--- src/rtl/mem_stage_pkg.sv ---
// Shared definitions for the memory-access stage: FSM encoding, widths,
// the MEM/WB record layout and its bubble value.
package mem_stage_pkg;

    localparam int DATA_W = 16;
    localparam int REG_W  = 4;

    typedef enum logic {
        IDLE = 1'b0,
        BUSY = 1'b1
    } state_e;

    // One MEM/WB buffer entry; field order is irrelevant to the datapath.
    typedef struct packed {
        logic [DATA_W-1:0] alu;
        logic [DATA_W-1:0] mem_data;
        logic [DATA_W-1:0] r0;
        logic [REG_W-1:0]  w_addr;
        logic              mux_wb;
        logic              reg_write;
        logic              reg_write0;
    } memwb_t;

    // A bubble writes nothing and carries all-zero data.
    localparam memwb_t MEMWB_BUBBLE = '{
        alu:        '0,
        mem_data:   '0,
        r0:         '0,
        w_addr:     '0,
        mux_wb:     1'b0,
        reg_write:  1'b0,
        reg_write0: 1'b0
    };

    // Final write-back word selected from a MEM/WB entry.
    function automatic logic [DATA_W-1:0] wb_select(input memwb_t e);
        return e.mux_wb ? e.mem_data : e.alu;
    endfunction

endpackage

--- src/rtl/mem_stage_if.sv ---
// Data-memory request/acknowledge bus between the MEM stage and the memory.
interface mem_stage_if;
    import mem_stage_pkg::*;

    logic              mem_req;
    logic              mem_we;
    logic [DATA_W-1:0] mem_addr;
    logic [DATA_W-1:0] mem_wdata;
    logic [DATA_W-1:0] mem_rdata;
    logic              mem_ack;

    modport master (
        output mem_req, mem_we, mem_addr, mem_wdata,
        input  mem_rdata, mem_ack
    );

    modport slave (
        input  mem_req, mem_we, mem_addr, mem_wdata,
        output mem_rdata, mem_ack
    );

endinterface

--- src/rtl/mem_stage_bufferMEMWB.sv ---
// MEM/WB pipeline buffer: loads the offered entry or a bubble every edge.
module bufferMEMWB
    import mem_stage_pkg::*;
(
    input  logic   clock,
    input  logic   reset,
    input  logic   load,
    input  memwb_t d,
    output memwb_t q
);

    memwb_t entry_d;
    memwb_t entry_q;

    // Choose between the offered entry and a bubble.
    always_comb begin
        entry_d = load ? d : MEMWB_BUBBLE;
    end

    // Buffer register; reset empties it to a bubble.
    always_ff @(posedge clock or negedge reset) begin
        // NOTE: non-blocking assignment so every flop samples pre-edge values.
        if (!reset) entry_q <= MEMWB_BUBBLE;
        else        entry_q <= entry_d;
    end

    assign q = entry_q;

endmodule

--- src/rtl/mem_stage.sv ---
// Memory-access stage: issues loads/stores over req/ack, stalls upstream
// while an access is outstanding, forwards write-back into store data and
// feeds the MEM/WB buffer.
module mem_stage
    import mem_stage_pkg::*;
(
    input  logic              clock,
    input  logic              reset,
    input  logic [DATA_W-1:0] ALU,
    input  logic [DATA_W-1:0] RD1,
    input  logic [DATA_W-1:0] R0,
    input  logic [REG_W-1:0]  RR1,
    input  logic [REG_W-1:0]  wAddr,
    input  logic              muxWB,
    input  logic              memRead,
    input  logic              memWrite,
    input  logic              regWrite,
    input  logic              regWrite0,
    mem_stage_if.master       mem,
    output logic              stall,
    output logic [DATA_W-1:0] bufferMEMWB_ALU,
    output logic [DATA_W-1:0] bufferMEMWB_memData,
    output logic [DATA_W-1:0] bufferMEMWB_R0,
    output logic [REG_W-1:0]  bufferMEMWB_wAddr,
    output logic              bufferMEMWB_muxWB,
    output logic              bufferMEMWB_regWrite,
    output logic              bufferMEMWB_regWrite0,
    output logic [DATA_W-1:0] wbData
);

    state_e            state_q, state_d;
    logic [DATA_W-1:0] hold_addr_q, hold_addr_d;
    logic [DATA_W-1:0] hold_wdata_q, hold_wdata_d;
    logic              hold_we_q, hold_we_d;

    memwb_t            wb_q;
    memwb_t            wb_in;
    logic              wb_load;
    logic              access;
    logic [DATA_W-1:0] wb_data;
    logic [DATA_W-1:0] store_data;

    // A simultaneous read+write request is issued as a write.
    assign access  = memRead | memWrite;
    assign wb_data = wb_select(wb_q);

    // Store-data forwarding from the instruction currently in MEM/WB.
    always_comb begin
        store_data = RD1;
        if (wb_q.reg_write && (wb_q.w_addr == RR1)) store_data = wb_data;
        else if (wb_q.reg_write0 && (RR1 == '0))     store_data = wb_q.r0;
    end

    // Next state, memory bus drive, stall and MEM/WB load/bubble select.
    always_comb begin
        // NOTE: every output gets a default first, so no path infers a latch.
        state_d       = state_q;
        hold_addr_d   = hold_addr_q;
        hold_wdata_d  = hold_wdata_q;
        hold_we_d     = hold_we_q;
        mem.mem_req   = 1'b0;
        mem.mem_we    = 1'b0;
        mem.mem_addr  = '0;
        mem.mem_wdata = '0;
        stall         = 1'b0;
        wb_load       = 1'b1;
        wb_in         = '{alu: ALU, mem_data: '0, r0: R0, w_addr: wAddr,
                          mux_wb: muxWB, reg_write: regWrite,
                          reg_write0: regWrite0};
        unique case (state_q)
            IDLE: begin
                if (access) begin
                    mem.mem_req   = 1'b1;
                    mem.mem_we    = memWrite;
                    mem.mem_addr  = ALU;
                    mem.mem_wdata = store_data;
                    hold_addr_d   = ALU;
                    hold_wdata_d  = store_data;
                    hold_we_d     = memWrite;
                    stall         = 1'b1;
                    wb_load       = 1'b0;
                    state_d       = BUSY;
                end
            end
            BUSY: begin
                mem.mem_req   = 1'b1;
                mem.mem_we    = hold_we_q;
                mem.mem_addr  = hold_addr_q;
                mem.mem_wdata = hold_wdata_q;
                if (mem.mem_ack) begin
                    wb_in.mem_data = hold_we_q ? '0 : mem.mem_rdata;
                    state_d        = IDLE;
                end else begin
                    stall   = 1'b1;
                    wb_load = 1'b0;
                end
            end
            default: state_d = IDLE;
        endcase
    end

    // FSM state and hold registers; reset abandons any outstanding access.
    always_ff @(posedge clock or negedge reset) begin
        if (!reset) begin
            state_q      <= IDLE;
            hold_addr_q  <= '0;
            hold_wdata_q <= '0;
            hold_we_q    <= 1'b0;
        end else begin
            state_q      <= state_d;
            hold_addr_q  <= hold_addr_d;
            hold_wdata_q <= hold_wdata_d;
            hold_we_q    <= hold_we_d;
        end
    end

    bufferMEMWB u_buffer_memwb (
        .clock (clock),
        .reset (reset),
        .load  (wb_load),
        .d     (wb_in),
        .q     (wb_q)
    );

    assign bufferMEMWB_ALU       = wb_q.alu;
    assign bufferMEMWB_memData   = wb_q.mem_data;
    assign bufferMEMWB_R0        = wb_q.r0;
    assign bufferMEMWB_wAddr     = wb_q.w_addr;
    assign bufferMEMWB_muxWB     = wb_q.mux_wb;
    assign bufferMEMWB_regWrite  = wb_q.reg_write;
    assign bufferMEMWB_regWrite0 = wb_q.reg_write0;
    assign wbData                = wb_data;

endmodule

--- src/flat_wrapper.sv ---
// flat-port wrapper written by rule: the top's interface ports become plain ports
module mem_stage_flat import mem_stage_pkg::*;
  (clock, reset, ALU, RD1, R0, RR1, wAddr, muxWB, memRead, memWrite, regWrite, regWrite0, stall, bufferMEMWB_ALU, bufferMEMWB_memData, bufferMEMWB_R0, bufferMEMWB_wAddr, bufferMEMWB_muxWB, bufferMEMWB_regWrite, bufferMEMWB_regWrite0, wbData, mem_mem_req, mem_mem_we, mem_mem_addr, mem_mem_wdata, mem_mem_rdata, mem_mem_ack);
  mem_stage_if mem_i ();
  input  logic clock;
  input  logic reset;
  input  logic [DATA_W-1:0] ALU;
  input  logic [DATA_W-1:0] RD1;
  input  logic [DATA_W-1:0] R0;
  input  logic [REG_W-1:0] RR1;
  input  logic [REG_W-1:0] wAddr;
  input  logic muxWB;
  input  logic memRead;
  input  logic memWrite;
  input  logic regWrite;
  input  logic regWrite0;
  output logic stall;
  output logic [DATA_W-1:0] bufferMEMWB_ALU;
  output logic [DATA_W-1:0] bufferMEMWB_memData;
  output logic [DATA_W-1:0] bufferMEMWB_R0;
  output logic [REG_W-1:0] bufferMEMWB_wAddr;
  output logic bufferMEMWB_muxWB;
  output logic bufferMEMWB_regWrite;
  output logic bufferMEMWB_regWrite0;
  output logic [DATA_W-1:0] wbData;
  output wire logic [$bits(mem_i.mem_req)-1:0] mem_mem_req;
  output wire logic [$bits(mem_i.mem_we)-1:0] mem_mem_we;
  output wire logic [$bits(mem_i.mem_addr)-1:0] mem_mem_addr;
  output wire logic [$bits(mem_i.mem_wdata)-1:0] mem_mem_wdata;
  input wire logic [$bits(mem_i.mem_rdata)-1:0] mem_mem_rdata;
  input wire logic [$bits(mem_i.mem_ack)-1:0] mem_mem_ack;
  assign mem_mem_req = mem_i.mem_req;
  assign mem_mem_we = mem_i.mem_we;
  assign mem_mem_addr = mem_i.mem_addr;
  assign mem_mem_wdata = mem_i.mem_wdata;
  assign mem_i.mem_rdata = mem_mem_rdata;
  assign mem_i.mem_ack = mem_mem_ack;
  mem_stage u_core (.clock(clock), .reset(reset), .ALU(ALU), .RD1(RD1), .R0(R0), .RR1(RR1), .wAddr(wAddr), .muxWB(muxWB), .memRead(memRead), .memWrite(memWrite), .regWrite(regWrite), .regWrite0(regWrite0), .mem(mem_i), .stall(stall), .bufferMEMWB_ALU(bufferMEMWB_ALU), .bufferMEMWB_memData(bufferMEMWB_memData), .bufferMEMWB_R0(bufferMEMWB_R0), .bufferMEMWB_wAddr(bufferMEMWB_wAddr), .bufferMEMWB_muxWB(bufferMEMWB_muxWB), .bufferMEMWB_regWrite(bufferMEMWB_regWrite), .bufferMEMWB_regWrite0(bufferMEMWB_regWrite0), .wbData(wbData));
endmodule
--- config.mk ---
export PLATFORM = sky130hd
export DESIGN_NAME = mem_stage_flat
export DESIGN_NICKNAME = d
export VERILOG_FILES = /design/src/rtl/mem_stage_pkg.sv /design/src/rtl/mem_stage_if.sv /design/src/rtl/mem_stage_bufferMEMWB.sv /design/src/rtl/mem_stage.sv /design/src/flat_wrapper.sv
export SDC_FILE = /design/constraint.sdc
export NUM_CORES = 1
export LEC_CHECK = 0
export CAP_MARGIN = 10
export CELL_PAD_IN_SITES_DETAIL_PLACEMENT = 0
export CELL_PAD_IN_SITES_GLOBAL_PLACEMENT = 1
export CORE_MARGIN = 4
export CORE_UTILIZATION = 33
export CTS_CLUSTER_SIZE = 8
export DETAILED_ROUTE_END_ITERATION = 8
export PLACE_DENSITY = 0.88
export SLEW_MARGIN = 25
export SYNTH_ARGS = -nofsm -noshare
export SYNTH_HDL_FRONTEND = slang
export SYNTH_SLANG_ARGS = --single-unit
export TNS_END_PERCENT = 50
--- constraint.sdc ---
create_clock -name clock -period 8.3 [get_ports clock]
set_clock_uncertainty 0.05 [all_clocks]
set_input_delay 2.49 -clock clock [delete_from_list [all_inputs] [get_ports clock]]
set_output_delay 2.49 -clock clock [all_outputs]
set_load 0.05 [all_outputs]
After elaboration in Yosys (flattened, before gate mapping)
Cells that the tools add are included.
Word-level totals
  register bits after elaboration: 89
  input port bits: 80
  output and inout port bits: 106
  word-level logic and storage cells: 38
Cells by class
  bitwise logic cells: 2
  reduce and logical (&&, ||, !) cells: 4
  muxes and demuxes: 20
  equality and inequality tests: 1
Operator list (number)
  2-to-1 mux 16 bit: 8
  case mux 16 bit (2 select lines): 2
  2-to-1 mux 55 bit: 1
  case mux 1 bit (2 select lines): 4
  2-to-1 mux 1 bit: 5
  equality test 4 bit: 1
  logical NOT 4 bit: 1
  logical AND 1 bit: 2
  AND reduction 2 bit: 1
  inverter 1 bit: 1
  bitwise OR 1 bit: 1

Depth between registers and ports, before layout
Gate-level depths: netlist of run 1.
  depth in word-level cells: 6
  mapped depth: 7
  depth with buffers taken out: 5

By module
A second synthesis of run 1 with hierarchy kept.
Unflattened totals
  cell total of the unflattened synthesis: 434
  area, all modules: 4267.8 um2
By module, submodules not included
  mem_stage: sequential area each 850.8 um2, instances 1, cells an instance 319, area an instance 2453.6 um2
  bufferMEMWB: sequential area each 1376.3 um2, instances 1, cells an instance 115, area an instance 1814.2 um2

Least setup slack after synthesis of run 1
OpenSTA, ideal clock, no wires.
  path kind: input port to output port
  from: input RR1[1]
  to: output mem_mem_wdata[10]
  data arrival time: 4.046 ns
  cell stages on the path: 7
  buffers on the path: 2
  setup slack: 1.714 ns
  required time: 5.760 ns
  cell sequence: nor2b_1 a221o_1 or3_1 buf_6 buf_12 a21oi_2 a21o_1
On the way
  word-level cells in the longest chain between the ends: 6
  elaborated cells between the ends (all ways): 8
  classes of those cells: eq/ne (1); mux (4); reduce/logical (3)
Ends and longest elaborated chain
  start: declaration: RTL line flat_wrapper.sv:10  | input logic [REG_W-1:0] RR1;
  logical NOT 4 bit: RTL line mem_stage.sv:51  | else if (wb_q.reg_write0 && (RR1 == '0)) store_data = wb_q.r0;
  logical AND 1 bit: RTL line mem_stage.sv:51
  2-to-1 mux 16 bit: RTL line mem_stage.sv:51
  2-to-1 mux 16 bit (*): RTL line mem_stage.sv:50  | if (wb_q.reg_write && (wb_q.w_addr == RR1)) store_data = wb_data;
  2-to-1 mux 16 bit (*): RTL line mem_stage.sv:72  | if (access) begin
  case mux 16 bit (2 select lines) (*): RTL line mem_stage.sv:70  | unique case (state_q)
  end: declaration: RTL line flat_wrapper.sv:29  | output wire logic [$bits(mem_i.mem_wdata)-1:0] mem_mem_wdata;
Mark *: on every way between the ends. The rest lies on a longest branch, timed or not.

Worst setup path after layout of run 1
  from: input RR1[1]
  to: output mem_mem_wdata[15]
The elaborated chain is that of the path after synthesis.

==> insert_results.sql, run 1 <==
INSERT INTO impl_metrics (metric_group, metric, value, unit) VALUES
('timing', 'rsz0062_at_grt', 'false', ''),
('timing', 'worst_slew_margin_relative_to_its_limit', '32.29', '%'),
('power_and_ir_drop', 'peakVddDrop', '0.2100', 'mV'),
('finish', 'final.fill_count', '997', ''),
('floorplanning', 'ios', '186', ''),
('floorplanning', 'floorplan.die_area', '13860', 'sq um'),
('worst_setup_path', 'timing_worst_setup_path_type', 'in -> out', ''),
('power_and_ir_drop', 'pleak', '2.992', 'nW'),
('detailed_routing', 'drt-total-wl', '12.93', 'mm'),
('detailed_routing', 'drt-initial-drc-count', '133', ''),
('worst_setup_path', 'crit_path_start_kind', 'input pin', ''),
('grt', 'first_global_vias', '3609', ''),
('grt', 'global_route_wire_length_before_repair', '20.56', 'mm'),
('grt', 'grt_max_degree', '46', ''),
('floorplanning', 'die_x', '117.7', 'um'),
('hold_path', 'hold_path_class', 'reg -> reg', ''),
('grt', 'grt.overflow.total', '0', ''),
('synth', 'syn-cell-area', '3974', 'sq um'),
('floorplanning', 'design.core.area', '11610', 'sq um'),
('power_and_ir_drop', 'power.density_cell_area', '304.8', 'nW/um^2'),
('finish', 'drive_gt1_share', '11.80', '%'),
('power_and_ir_drop', 'comb_power_share', '49.7', '%'),
('power_and_ir_drop', 'power_switching', '0.0008241', 'W'),
('timing', 'worst_pin_slew', '1.012', 'ns'),
('worst_setup_path', 'timing.critical_path.to_type', 'output port', ''),
('grt', 'grt_antenna_before_repair', '0', ''),
('power_and_ir_drop', 'power.sequential.fraction', '29.5', '%'),
('clock_network', 'clkSlewWorstSetupHoldPaths', '0.06', 'ns'),
('timing', 'final_period_minus_worst_setup_slack', '7.586', 'ns'),
('finish', 'diodes', '0', ''),
('timing', 'maxClockFrequency', '131.8', 'MHz'),
('clock_network', 'clock_sink_count', '89', ''),
('finish', 'design_area', '6410', 'sq um'),
('detailed_routing', 'route.detailed.drc', '0', ''),
('worst_setup_path', 'crit_fanout', '17', ''),
('clock_network', 'cts_tree', 'built', ''),
('timing', 'hold_viol', '0', ''),
('placed_design', 'hpwl', '9.687', 'mm'),
('worst_setup_path', 'reg2reg_depth', '5', ''),
('clock_network', 'clock_tree.root_cell', 'clkbuf_16', ''),
('clock_network', 'clock_tree.htree_level_count', '3', ''),
('worst_setup_path', 'required', '5.76', 'ns'),
('placed_design', 'dp_worst_setup_slack', '0.7376', 'ns'),
('detailed_routing', 'detailroute.via_count', '3340', ''),
('clock_network', 'insertion_delay', '0.33', 'ns'),
('floorplanning', 'floorplan.initialDensity', '34.22', '%'),
('timing', 'layout_worst_path_cycle_share', '91.40', '%'),
('power_and_ir_drop', 'p_sw_share', '42.18', '%'),
('synth', 'seq_area_frac_synth', '56.05', '%'),
('power_and_ir_drop', 'intPower', '0.001130', 'W'),
('timing', 'slew_violations', '0', ''),
('finish', 'syn2layout_area_growth', '61.30', '%'),
('clock_network', 'cts_setup_buffers', '0', ''),
('synth', 'syn_avg_cell_area', '10.80', 'sq um'),
('run', 'drv_cap', '0', ''),
('timing', 'layout_setup_ws', '0.7137', 'ns'),
('synth', 'synth_instances', '368', ''),
('clock_network', 'cts_hold_buffers', '0', ''),
('synth', 'yosysWarnings', '0', ''),
('placed_design', 'global_placer_s_final_weighted_congestion', '0.7650', ''),
('detailed_routing', 'drt-pass1-iter-count', '4', ''),
('power_and_ir_drop', 'finalPower', '0.001954', 'W'),
('floorplanning', 'die_height', '117.7', 'um'),
('worst_setup_path', 'worst-endpoint-arrival', '5.05', 'ns'),
('clock_network', 'post_cts.resized_instances', '0', ''),
('detailed_routing', 'via_per_inst', '4.813', ''),
('detailed_routing', 'antenna_violating_nets_post_route', '0', ''),
('grt', 'grt_util_all_layers', '18.81', '%'),
('clock_network', 'clk_path_buf_depth', '2', ''),
('timing', 'setup_tns', '0', 'ns'),
('run_status', 'run_status', 'complete, no violations', ''),
('finish', 'fin_nets', '626', ''),
('detailed_routing', 'route.detailed.wl_per_inst', '18.64', 'um'),
('synth', 'mappedNetlistNets', '448', ''),
('hold_path', 'whs_path_depth', '2', ''),
('power_and_ir_drop', 'power.clock.fraction', '20.8', '%'),
('placed_design', 'place.port_buffers', '185', ''),
('timing', 'setup_viol_count_final', '0', ''),
('synth', 'synth.distinct_cells', '25', ''),
('floorplanning', 'fp-row-count', '39', ''),
('placed_design', 'dpl_cell_area', '6113', 'sq um'),
('synth', 'ys_seq_elements', '89', ''),
('clock_network', 'numCtsBuffers', '9', '');
## final cells by class
cell class	instances	area [sq um]	share of cell area, %
Clock inverter	6	57.56	0.8979
Inverter	5	18.77	0.2928
Sequential cell	89	2227	34.75
Tap cell	143	178.9	2.791
Multi-Input combinational cell	249	1627	25.38
Timing Repair Buffer	192	2062	32.17
Clock buffer	10	239.0	3.728
## sequential cells by signal, indices dropped and copies added (netlist names)
name	cells
u_core.u_buffer_memwb.q	55
u_core.hold_we_q	1
u_core.hold_addr_q	16
u_core.state_q	1
u_core.hold_wdata_q	16
## per-layer routing
| layer | global-route usage, % | vias to the layer above | routed length [um] |
|---|---|---|---|
| met5 | 0 | - | 0 |
| met4 | 6.154 | 0 | 226 |
| met3 | 5.046 | 17 | 800 |
| met2 | 30.65 | 117 | 6339 |
| met1 | 24.38 | 1616 | 5568 |
| li1 | - | 1590 | - |
## through the flow
stage               util (%)  hold slack, ns  cells
CTS                    55.19          0.4279    694
global placement       52.64          0.4081    678
finish                 55.19          0.4259    694
global route           55.19          0.4401    694
detailed placement     52.64          0.4127    678
floorplan                  -          0.3962    368
## worst paths after layout
path	end	start	slack [ns]
min in group asynchronous	u_core.hold_addr_q[4]	reset	2.10
max	mem_mem_wdata[15]	RR1[1]	0.71
min reg2reg	u_core.hold_addr_q[4]	u_core.hold_addr_q[4]	0.43
max in group asynchronous	u_core.hold_wdata_q[15]	reset	5.09
max reg2reg	u_core.hold_wdata_q[15]	u_core.u_buffer_memwb.q[4]	5.89
min	u_core.hold_addr_q[4]	u_core.hold_addr_q[4]	0.43
## synthesized netlist by cell type
| cell type | count | area (sq um) |
|---|---|---|
| clkbuf_1 | 18 | 67.56 |
| and2_1 | 56 | 350.3 |
| buf_4 | 2 | 15.01 |
| mux2_2 | 10 | 112.6 |
| buf_12 | 1 | 20.02 |
| o2111ai_1 | 1 | 8.760 |
| inv_1 | 5 | 18.77 |
| nor4_1 | 1 | 6.260 |
| xor2_1 | 1 | 8.760 |
| nor2b_1 | 1 | 6.260 |
| mux2i_1 | 16 | 160.2 |
| a21oi_1 | 7 | 35.03 |
| nor2_1 | 3 | 11.26 |
| buf_2 | 3 | 15.01 |
| or2_1 | 1 | 6.260 |
| dfrtp_1 | 89 | 2227 |
| nand2b_1 | 2 | 12.51 |
| mux2_1 | 7 | 78.83 |
| or3_1 | 2 | 12.51 |
| a21o_1 | 33 | 247.7 |
| nand2_1 | 81 | 304.0 |
| o41ai_1 | 16 | 140.1 |
| a21oi_2 | 10 | 87.58 |
| a221o_1 | 1 | 10.01 |
| buf_6 | 1 | 11.26 |
## cell usage in the layout, fill, tap and decap left out, types with 6 or more instances in the layout
| cell | n |
|---|---|
| clkdlybuf4s50_1 | 168 |
| dfrtp_1 | 89 |
| nand2_1 | 81 |
| and2_1 | 56 |
| a21o_1 | 33 |
| mux2i_1 | 16 |
| o41ai_1 | 16 |
| buf_12 | 16 |
| mux2_2 | 10 |
| a21oi_2 | 10 |
| clkbuf_16 | 9 |
| buf_4 | 8 |
| mux2_1 | 7 |
| a21oi_1 | 6 |
## worst max-delay path, stage by stage
cell	delay, ns
clkdlybuf4s50_1	0.49
nor2b_1	0.16
a221o_1	0.52
or3_1	0.79
a21oi_1	0.20
a21o_1	0.24
buf_12	0.15
## power groups by stage
stage	logic, W	clock network, W	registers, W
3_3_place_gp	0.000971	0	0.000580
3_5_place_dp	0.000975	0	0.000585
4_1_cts	0.000979	0.000414	0.000577
6_report	0.000971	0.000406	0.000577
2_1_floorplan	0.000471	0	0.000686
5_1_grt	0.00102	0.000431	0.000588
## cells by family after synthesis
logic type | count (synthesis) | share of synthesized area [%]
flops | 89 | 56.05
simple gates | 147 | 17.85
mux | 33 | 8.848
compound gates | 68 | 13.32
buf+inv | 30 | 3.715
xor+xnor | 1 | 0.2204
Power figures use the tool's default switching activity.
==> inputs of run 2 (changes only) <==
- CORE_UTILIZATION: 33 -> 34
- CTS_BUF_LIST: default -> sky130_fd_sc_hd__clkbuf_8
- CTS_CLUSTER_DIAMETER: default -> 150
- PLACE_DENSITY: 0.88 -> 0.9
==> insert_results.sql, run 2 (synthesis results as in run 1) <==
INSERT INTO impl_metrics (metric_group, metric, value, unit) VALUES
('worst_setup_path', 'crit_fanout', '17', ''),
('run', 'drv_cap', '0', ''),
('placed_design', 'dp_worst_setup_slack', '0.7246', 'ns'),
('timing', 'worst_slew_margin_relative_to_its_limit', '42.54', '%'),
('worst_setup_path', 'timing.critical_path.slowest_cell_delay', '0.79', 'ns'),
('timing', 'rsz0062_at_grt', 'false', ''),
('detailed_routing', 'antenna_violating_nets_post_route', '0', ''),
('power_and_ir_drop', 'peakVddDrop', '0.1750', 'mV'),
('clock_network', 'insertion_delay', '0.36', 'ns'),
('worst_setup_path', 'worst_r2r_endpoint', 'u_core.hold_wdata_q[12]', ''),
('timing', 'worst_pin_slew', '0.8619', 'ns'),
('worst_setup_path', 'worst-endpoint-arrival', '5.07', 'ns'),
('finish', 'final_cell_mix', '168 x clkdlybuf4s50_1, 89 x dfrtp_1, 81 x nand2_1, 56 x and2_1, 33 x a21o_1', ''),
('timing', 'final_period_minus_worst_setup_slack', '7.614', 'ns'),
('grt', 'first_global_vias', '3557', ''),
('timing', 'setup_tns', '0', 'ns'),
('finish', 'post_layout_nonfiller_instances', '692', ''),
('clock_network', 'clock_tree.htree_level_count', '3', ''),
('placed_design', 'place.detailed.instances', '676', ''),
('worst_setup_path', 'reg2reg_depth', '4', ''),
('grt', 'grt_antenna_before_repair', '0', ''),
('timing', 'layout_worst_path_cycle_share', '91.74', '%'),
('floorplanning', 'ios', '186', ''),
('finish', 'diodes', '0', ''),
('detailed_routing', 'drt-initial-drc-count', '157', ''),
('worst_setup_path', 'minimum_setup_slack_among_reg_to_reg_paths', '5.87', 'ns'),
('worst_setup_path', 'required', '5.76', 'ns'),
('placed_design', 'global_placer_s_final_weighted_congestion', '0.7874', ''),
('power_and_ir_drop', 'pleak', '2.948', 'nW'),
('timing', 'hold_viol', '0', ''),
('hold_path', 'hold_path_class', 'reg -> reg', ''),
('floorplanning', 'die_height', '116.1', 'um'),
('worst_setup_path', 'worst_setup_path_endpoint', 'mem_mem_wdata[2]', ''),
('clock_network', 'numCtsBuffers', '9', ''),
('clock_network', 'cts_setup_buffers', '0', ''),
('detailed_routing', 'drt-total-wl', '12.97', 'mm'),
('floorplanning', 'die_x', '116.1', 'um'),
('worst_setup_path', 'crit_path_cell_trace', 'clkdlybuf4s50_1 > inv_1 > o2111ai_2 > or3_1 > a21oi_1 > a21o_1 > buf_12', ''),
('clock_network', 'clock_tree.root_cell', 'clkbuf_8', ''),
('finish', 'largest_register_ffs', '55', ''),
('clock_network', 'cts_hold_buffers', '0', ''),
('floorplanning', 'floorplan.die_area', '13480', 'sq um'),
('detailed_routing', 'drt-pass1-iter-count', '4', ''),
('floorplanning', 'floorplan.initialDensity', '34.80', '%'),
('worst_setup_path', 'worstSetupStartpoint', 'RR1[3]', ''),
('finish', 'fin_nets', '624', ''),
('finish', 'drive_gt1_share', '11.66', '%'),
('detailed_routing', 'route.detailed.wl_per_inst', '18.74', 'um'),
('placed_design', 'hpwl', '9.751', 'mm'),
('floorplanning', 'design.core.area', '11420', 'sq um'),
('clock_network', 'clock_sink_count', '89', ''),
('timing', 'layout_setup_ws', '0.6856', 'ns'),
('detailed_routing', 'route.detailed.drc', '0', ''),
('worst_setup_path', 'timing_worst_setup_path_type', 'in -> out', ''),
('worst_setup_path', 'cpMaxStageDelayCell', 'or3_1', ''),
('timing', 'maxClockFrequency', '131.3', 'MHz'),
('timing', 'setup_viol_count_final', '0', ''),
('placed_design', 'place.port_buffers', '185', ''),
('grt', 'grt_max_degree', '62', ''),
('grt', 'global_route_wire_length_before_repair', '19.75', 'mm'),
('worst_setup_path', 'crit_path_start_kind', 'input pin', ''),
('grt', 'grt_util_all_layers', '19.41', '%'),
('run_status', 'run_status', 'complete, no violations', ''),
('floorplanning', 'fp-row-count', '39', ''),
('power_and_ir_drop', 'finalPower', '0.001887', 'W'),
('clock_network', 'clk_path_buf_depth', '2', ''),
('finish', 'syn2layout_area_growth', '59.10', '%'),
('detailed_routing', 'detailroute.via_count', '3357', ''),
('worst_setup_path', 'timing.critical_path.to_type', 'output port', ''),
('power_and_ir_drop', 'power.density_cell_area', '298.5', 'nW/um^2'),
('clock_network', 'cts_tree', 'built', ''),
('clock_network', 'post_cts.resized_instances', '0', ''),
('grt', 'grt.overflow.total', '0', ''),
('worst_setup_path', 'timing.rr.start', 'u_core.u_buffer_memwb.q[2]', ''),
('timing', 'slew_violations', '0', ''),
('finish', 'mostFrequentLayoutCell', 'clkdlybuf4s50_1', ''),
('clock_network', 'clkSlewWorstSetupHoldPaths', '0.08', 'ns'),
('detailed_routing', 'via_per_inst', '4.851', ''),
('hold_path', 'whs_path_depth', '2', '');
[run 2: final cells by class]
type | instances | area [sq um]
clock buffers | 11 | 151.4
clock inverters | 5 | 77.57
fillers | 1008 | 5096
inverters | 5 | 18.77
multi-input cells | 249 | 1622
flip-flops and latches | 89 | 2227
well taps | 143 | 178.9
repair buffers | 190 | 2047
[run 2: worst min path at each step]
| stage | from | end | slack, ns |
|---|---|---|---|
| final | u_core.hold_addr_q[3] | u_core.hold_addr_q[3] | 0.43 |
| after global routing | u_core.hold_wdata_q[13] | u_core.hold_wdata_q[13] | 0.45 |
| after CTS | u_core.hold_addr_q[12] | u_core.hold_addr_q[12] | 0.43 |
| after detailed placement | u_core.hold_addr_q[3] | u_core.hold_addr_q[3] | 0.41 |
| after global placement | u_core.hold_addr_q[5] | u_core.hold_addr_q[5] | 0.41 |
| after floorplan | u_core.hold_addr_q[0] | u_core.hold_addr_q[0] | 0.40 |
[run 2: report_power, final]
| group | total [W] | switching, W | internal, W | leakage (nW) |
|---|---|---|---|---|
| Sequential | 0.000579 | 0.0000562 | 0.000523 | 1.14 |
| Clock | 0.000342 | 0.000157 | 0.000185 | 0.115 |
| Combinational | 0.000966 | 0.000602 | 0.000364 | 1.69 |
| Total | 0.00189 | 0.000815 | 0.00107 | 2.95 |
[run 2: worst max-delay path: cells and delay by family]
family | cells | cell delay [ns]
AO/OA/AOI/OAI | 3 | 1.09
AND/OR/NAND/NOR | 1 | 0.79
buffers and inverters | 3 | 0.70
[run 2: through the flow]
| step | instance area, sq um | util [%] | hold slack, ns |
|---|---|---|---|
| after global placement | 6091 | 53.34 | 0.4080 |
| final | 6322 | 55.37 | 0.4317 |
| after detailed placement | 6091 | 53.34 | 0.4128 |
| after floorplan | 3974 | - | 0.3962 |
| after CTS | 6320 | 55.35 | 0.4348 |
| after global routing | 6322 | 55.37 | 0.4524 |
[run 2: metal layers]
layer | routed length (um) | vias up | global-route usage (%)
met1 | 5627 | 1643 | 25.86
met4 | 245 | 0 | 6.961
li1 | - | 1586 | -
met2 | 6418 | 112 | 31.76
met5 | 0 | - | 0
met3 | 674 | 16 | 3.679
==> inputs of run 3 (changes only) <==
- RECOVER_POWER: default -> 50
==> insert_results.sql, run 3 (synthesis results as in run 1) <==
INSERT INTO impl_metrics (metric_group, metric, value, unit) VALUES
('worst_setup_path', 'crit_path_cell_trace', 'clkdlybuf4s50_1 > inv_1 > o2111ai_2 > or3_1 > a21oi_1 > a21o_1 > buf_12', ''),
('grt', 'grt.overflow.total', '0', ''),
('timing', 'slew_violations', '125', ''),
('finish', 'final_cell_mix', '147 x clkdlybuf4s50_1, 89 x dfrtp_1, 81 x nand2_1, 45 x and2_1, 33 x a21o_1', ''),
('worst_setup_path', 'reg2reg_depth', '4', ''),
('worst_setup_path', 'timing_worst_setup_path_type', 'in -> out', ''),
('power_and_ir_drop', 'peakVddDrop', '0.1762', 'mV'),
('detailed_routing', 'via_per_inst', '4.840', ''),
('power_and_ir_drop', 'power.sequential.fraction', '30.7', '%'),
('power_and_ir_drop', 'pleak', '2.983', 'nW'),
('grt', 'grt_antenna_before_repair', '0', ''),
('grt', 'grt_util_all_layers', '19.41', '%'),
('clock_network', 'clk_path_buf_depth', '2', ''),
('worst_setup_path', 'critical_path.n_buffers_inverters', '3', ''),
('clock_network', 'clock_tree.htree_level_count', '3', ''),
('clock_network', 'clock_sink_count', '89', ''),
('floorplanning', 'ios', '186', ''),
('timing', 'rsz0062_at_grt', 'false', ''),
('timing', 'layout_worst_path_cycle_share', '91.70', '%'),
('placed_design', 'global_placer_s_final_weighted_congestion', '0.7874', ''),
('finish', 'fin_nets', '624', ''),
('grt', 'global_route_wire_length_before_repair', '19.75', 'mm'),
('timing', 'setup_tns', '0', 'ns'),
('clock_network', 'cts_hold_buffers', '0', ''),
('floorplanning', 'design.core.area', '11420', 'sq um'),
('worst_setup_path', 'cp_top_family', 'compound AO/OA/AOI/OAI gates', ''),
('clock_network', 'clkSlewWorstSetupHoldPaths', '0.08', 'ns'),
('floorplanning', 'floorplan.die_area', '13480', 'sq um'),
('timing', 'worst_pin_slew', '3.308', 'ns'),
('run_status', 'failed_checks', 'capacitance limit, slew limit', ''),
('hold_path', 'worstHoldEndpoint', 'u_core.hold_addr_q[3]', ''),
('detailed_routing', 'antenna_violating_nets_post_route', '0', ''),
('finish', 'mostFrequentLayoutCell', 'clkdlybuf4s50_1', ''),
('run', 'drv_cap', '3', ''),
('floorplanning', 'fp-row-count', '39', ''),
('timing', 'hold_ws', '0.4303', 'ns'),
('clock_network', 'insertion_delay', '0.37', 'ns'),
('finish', 'largest_register_ffs', '55', ''),
('worst_setup_path', 'worstSetupStartpoint', 'RR1[3]', ''),
('placed_design', 'hpwl', '9.751', 'mm'),
('finish', 'diodes', '0', ''),
('detailed_routing', 'route.detailed.wl_per_inst', '18.72', 'um'),
('hold_path', 'min-delay-start', 'u_core.hold_addr_q[3]', ''),
('worst_setup_path', 'worst-endpoint-arrival', '5.07', 'ns'),
('floorplanning', 'die_height', '116.1', 'um'),
('clock_network', 'post_cts.resized_instances', '0', ''),
('finish', 'design_area', '6312', 'sq um'),
('worst_setup_path', 'minimum_setup_slack_among_reg_to_reg_paths', '5.45', 'ns'),
('run_status', 'run_status', 'complete, but fails checks', ''),
('grt', 'first_global_vias', '3557', ''),
('detailed_routing', 'route.detailed.drc', '0', ''),
('worst_setup_path', 'required', '5.76', 'ns'),
('power_and_ir_drop', 'comb_power_share', '51.2', '%'),
('power_and_ir_drop', 'power.clock.fraction', '18.2', '%'),
('worst_setup_path', 'cpMaxStageDelayCell', 'or3_1', ''),
('worst_setup_path', 'worst_r2r_endpoint', 'u_core.hold_addr_q[8]', ''),
('grt', 'grt_max_degree', '62', ''),
('worst_setup_path', 'crit_path_start_kind', 'input pin', ''),
('placed_design', 'place.port_buffers', '185', ''),
('floorplanning', 'floorplan.initialDensity', '34.80', '%'),
('worst_setup_path', 'timing.critical_path.slowest_cell_delay', '0.79', 'ns'),
('finish', 'drive_gt1_share', '10.93', '%'),
('floorplanning', 'die_x', '116.1', 'um'),
('clock_network', 'clock_tree.root_cell', 'clkbuf_8', ''),
('power_and_ir_drop', 'intPower', '0.001069', 'W'),
('power_and_ir_drop', 'power_switching', '0.0008154', 'W'),
('detailed_routing', 'detailroute.via_count', '3349', ''),
('worst_setup_path', 'timing.rr.start', 'u_core.state_q', ''),
('timing', 'worst_slew_margin_relative_to_its_limit', '-120.6', '%'),
('worst_setup_path', 'crit_fanout', '17', ''),
('placed_design', 'dpl_cell_area', '6091', 'sq um'),
('clock_network', 'cts_tree', 'built', ''),
('timing', 'final_period_minus_worst_setup_slack', '7.611', 'ns'),
('detailed_routing', 'drt-initial-drc-count', '145', ''),
('clock_network', 'cts_setup_buffers', '0', ''),
('worst_setup_path', 'timing.critical_path.to_type', 'output port', ''),
('finish', 'syn2layout_area_growth', '58.85', '%'),
('timing', 'hold_viol', '0', ''),
('power_and_ir_drop', 'p_sw_share', '43.28', '%'),
('hold_path', 'hold_path_class', 'reg -> reg', ''),
('timing', 'setup_viol_count_final', '0', ''),
('clock_network', 'numCtsBuffers', '9', ''),
('power_and_ir_drop', 'power.density_cell_area', '298.5', 'nW/um^2'),
('timing', 'maxClockFrequency', '131.4', 'MHz'),
('detailed_routing', 'drt-total-wl', '12.96', 'mm'),
('detailed_routing', 'drt-pass1-iter-count', '4', ''),
('finish', 'final.fill_count', '1011', ''),
('hold_path', 'whs_path_depth', '2', '');
==> run 3: cell count changes in the layout (fill, tap and decap cells not counted) <==
cell and delta:
and2_0 +11, and2_1 -11, buf_4 -2, clkbuf_1 +2, clkdlybuf4s50_1 -21, dlygate4sd3_1 +21
nor2_1 +1, nor2_2 -1, or2_0 +1, or2_2 -1
==> run 3: cell type report <==
type	instances	area (sq um)	area share [%]
clock buffer	11	151.4	2.398
clock inverter	5	77.57	1.229
inverter	5	18.77	0.2973
multi-input combinational	249	1619	25.65
sequential	89	2227	35.28
tap	143	178.9	2.834
timing repair buffer	190	2039	32.31
==> run 3: per-layer routing <==
metal | vias up | wire length (um) | global-route usage, %
met5 | - | 0 | 0
met3 | 16 | 695 | 3.679
met2 | 104 | 6392 | 31.76
met4 | 0 | 245 | 6.961
li1 | 1585 | - | -
met1 | 1644 | 5624 | 25.86
==> run 3: power groups by stage <==
stage,Sequential (W),Combinational (W),Clock (W)
final,0.000578,0.000964,0.000342
after global routing,0.000590,0.00101,0.000369
after CTS,0.000579,0.000976,0.000351
after detailed placement,0.000587,0.000972,0
after global placement,0.000582,0.000965,0
after floorplan,0.000686,0.000471,0
==> run 3: per-stage QoR <==
stage / std cells / setup slack (ns) / power, W / utilization, %
floorplan: 368 / 1.714 / 0.001157 / -
global placement: 676 / 0.8565 / 0.001547 / 53.34
detailed placement: 676 / 0.7246 / 0.001559 / 53.34
CTS: 692 / 0.7148 / 0.001906 / 55.35
global route: 692 / 0.5447 / 0.001972 / 55.28
finish: 692 / 0.6887 / 0.001884 / 55.28
==> run 3: how the worst max path moves through the flow <==
stage                                   end  slack (ns)  depth (start not counted)
after floorplan           mem_mem_wdata[10]        1.71                          7
after global placement     mem_mem_wdata[0]        0.86                          7
after detailed placement   mem_mem_wdata[2]        0.72                          7
after CTS                  mem_mem_wdata[2]        0.71                          7
after global routing       mem_mem_wdata[2]        0.54                          7
final                      mem_mem_wdata[2]        0.69                          7
==> run 3: tightest hold or removal path: stages, from the launching register on <==
cell	delay, ns
dfrtp_1	0.35
nand2_1	0.05
nand2_1	0.05
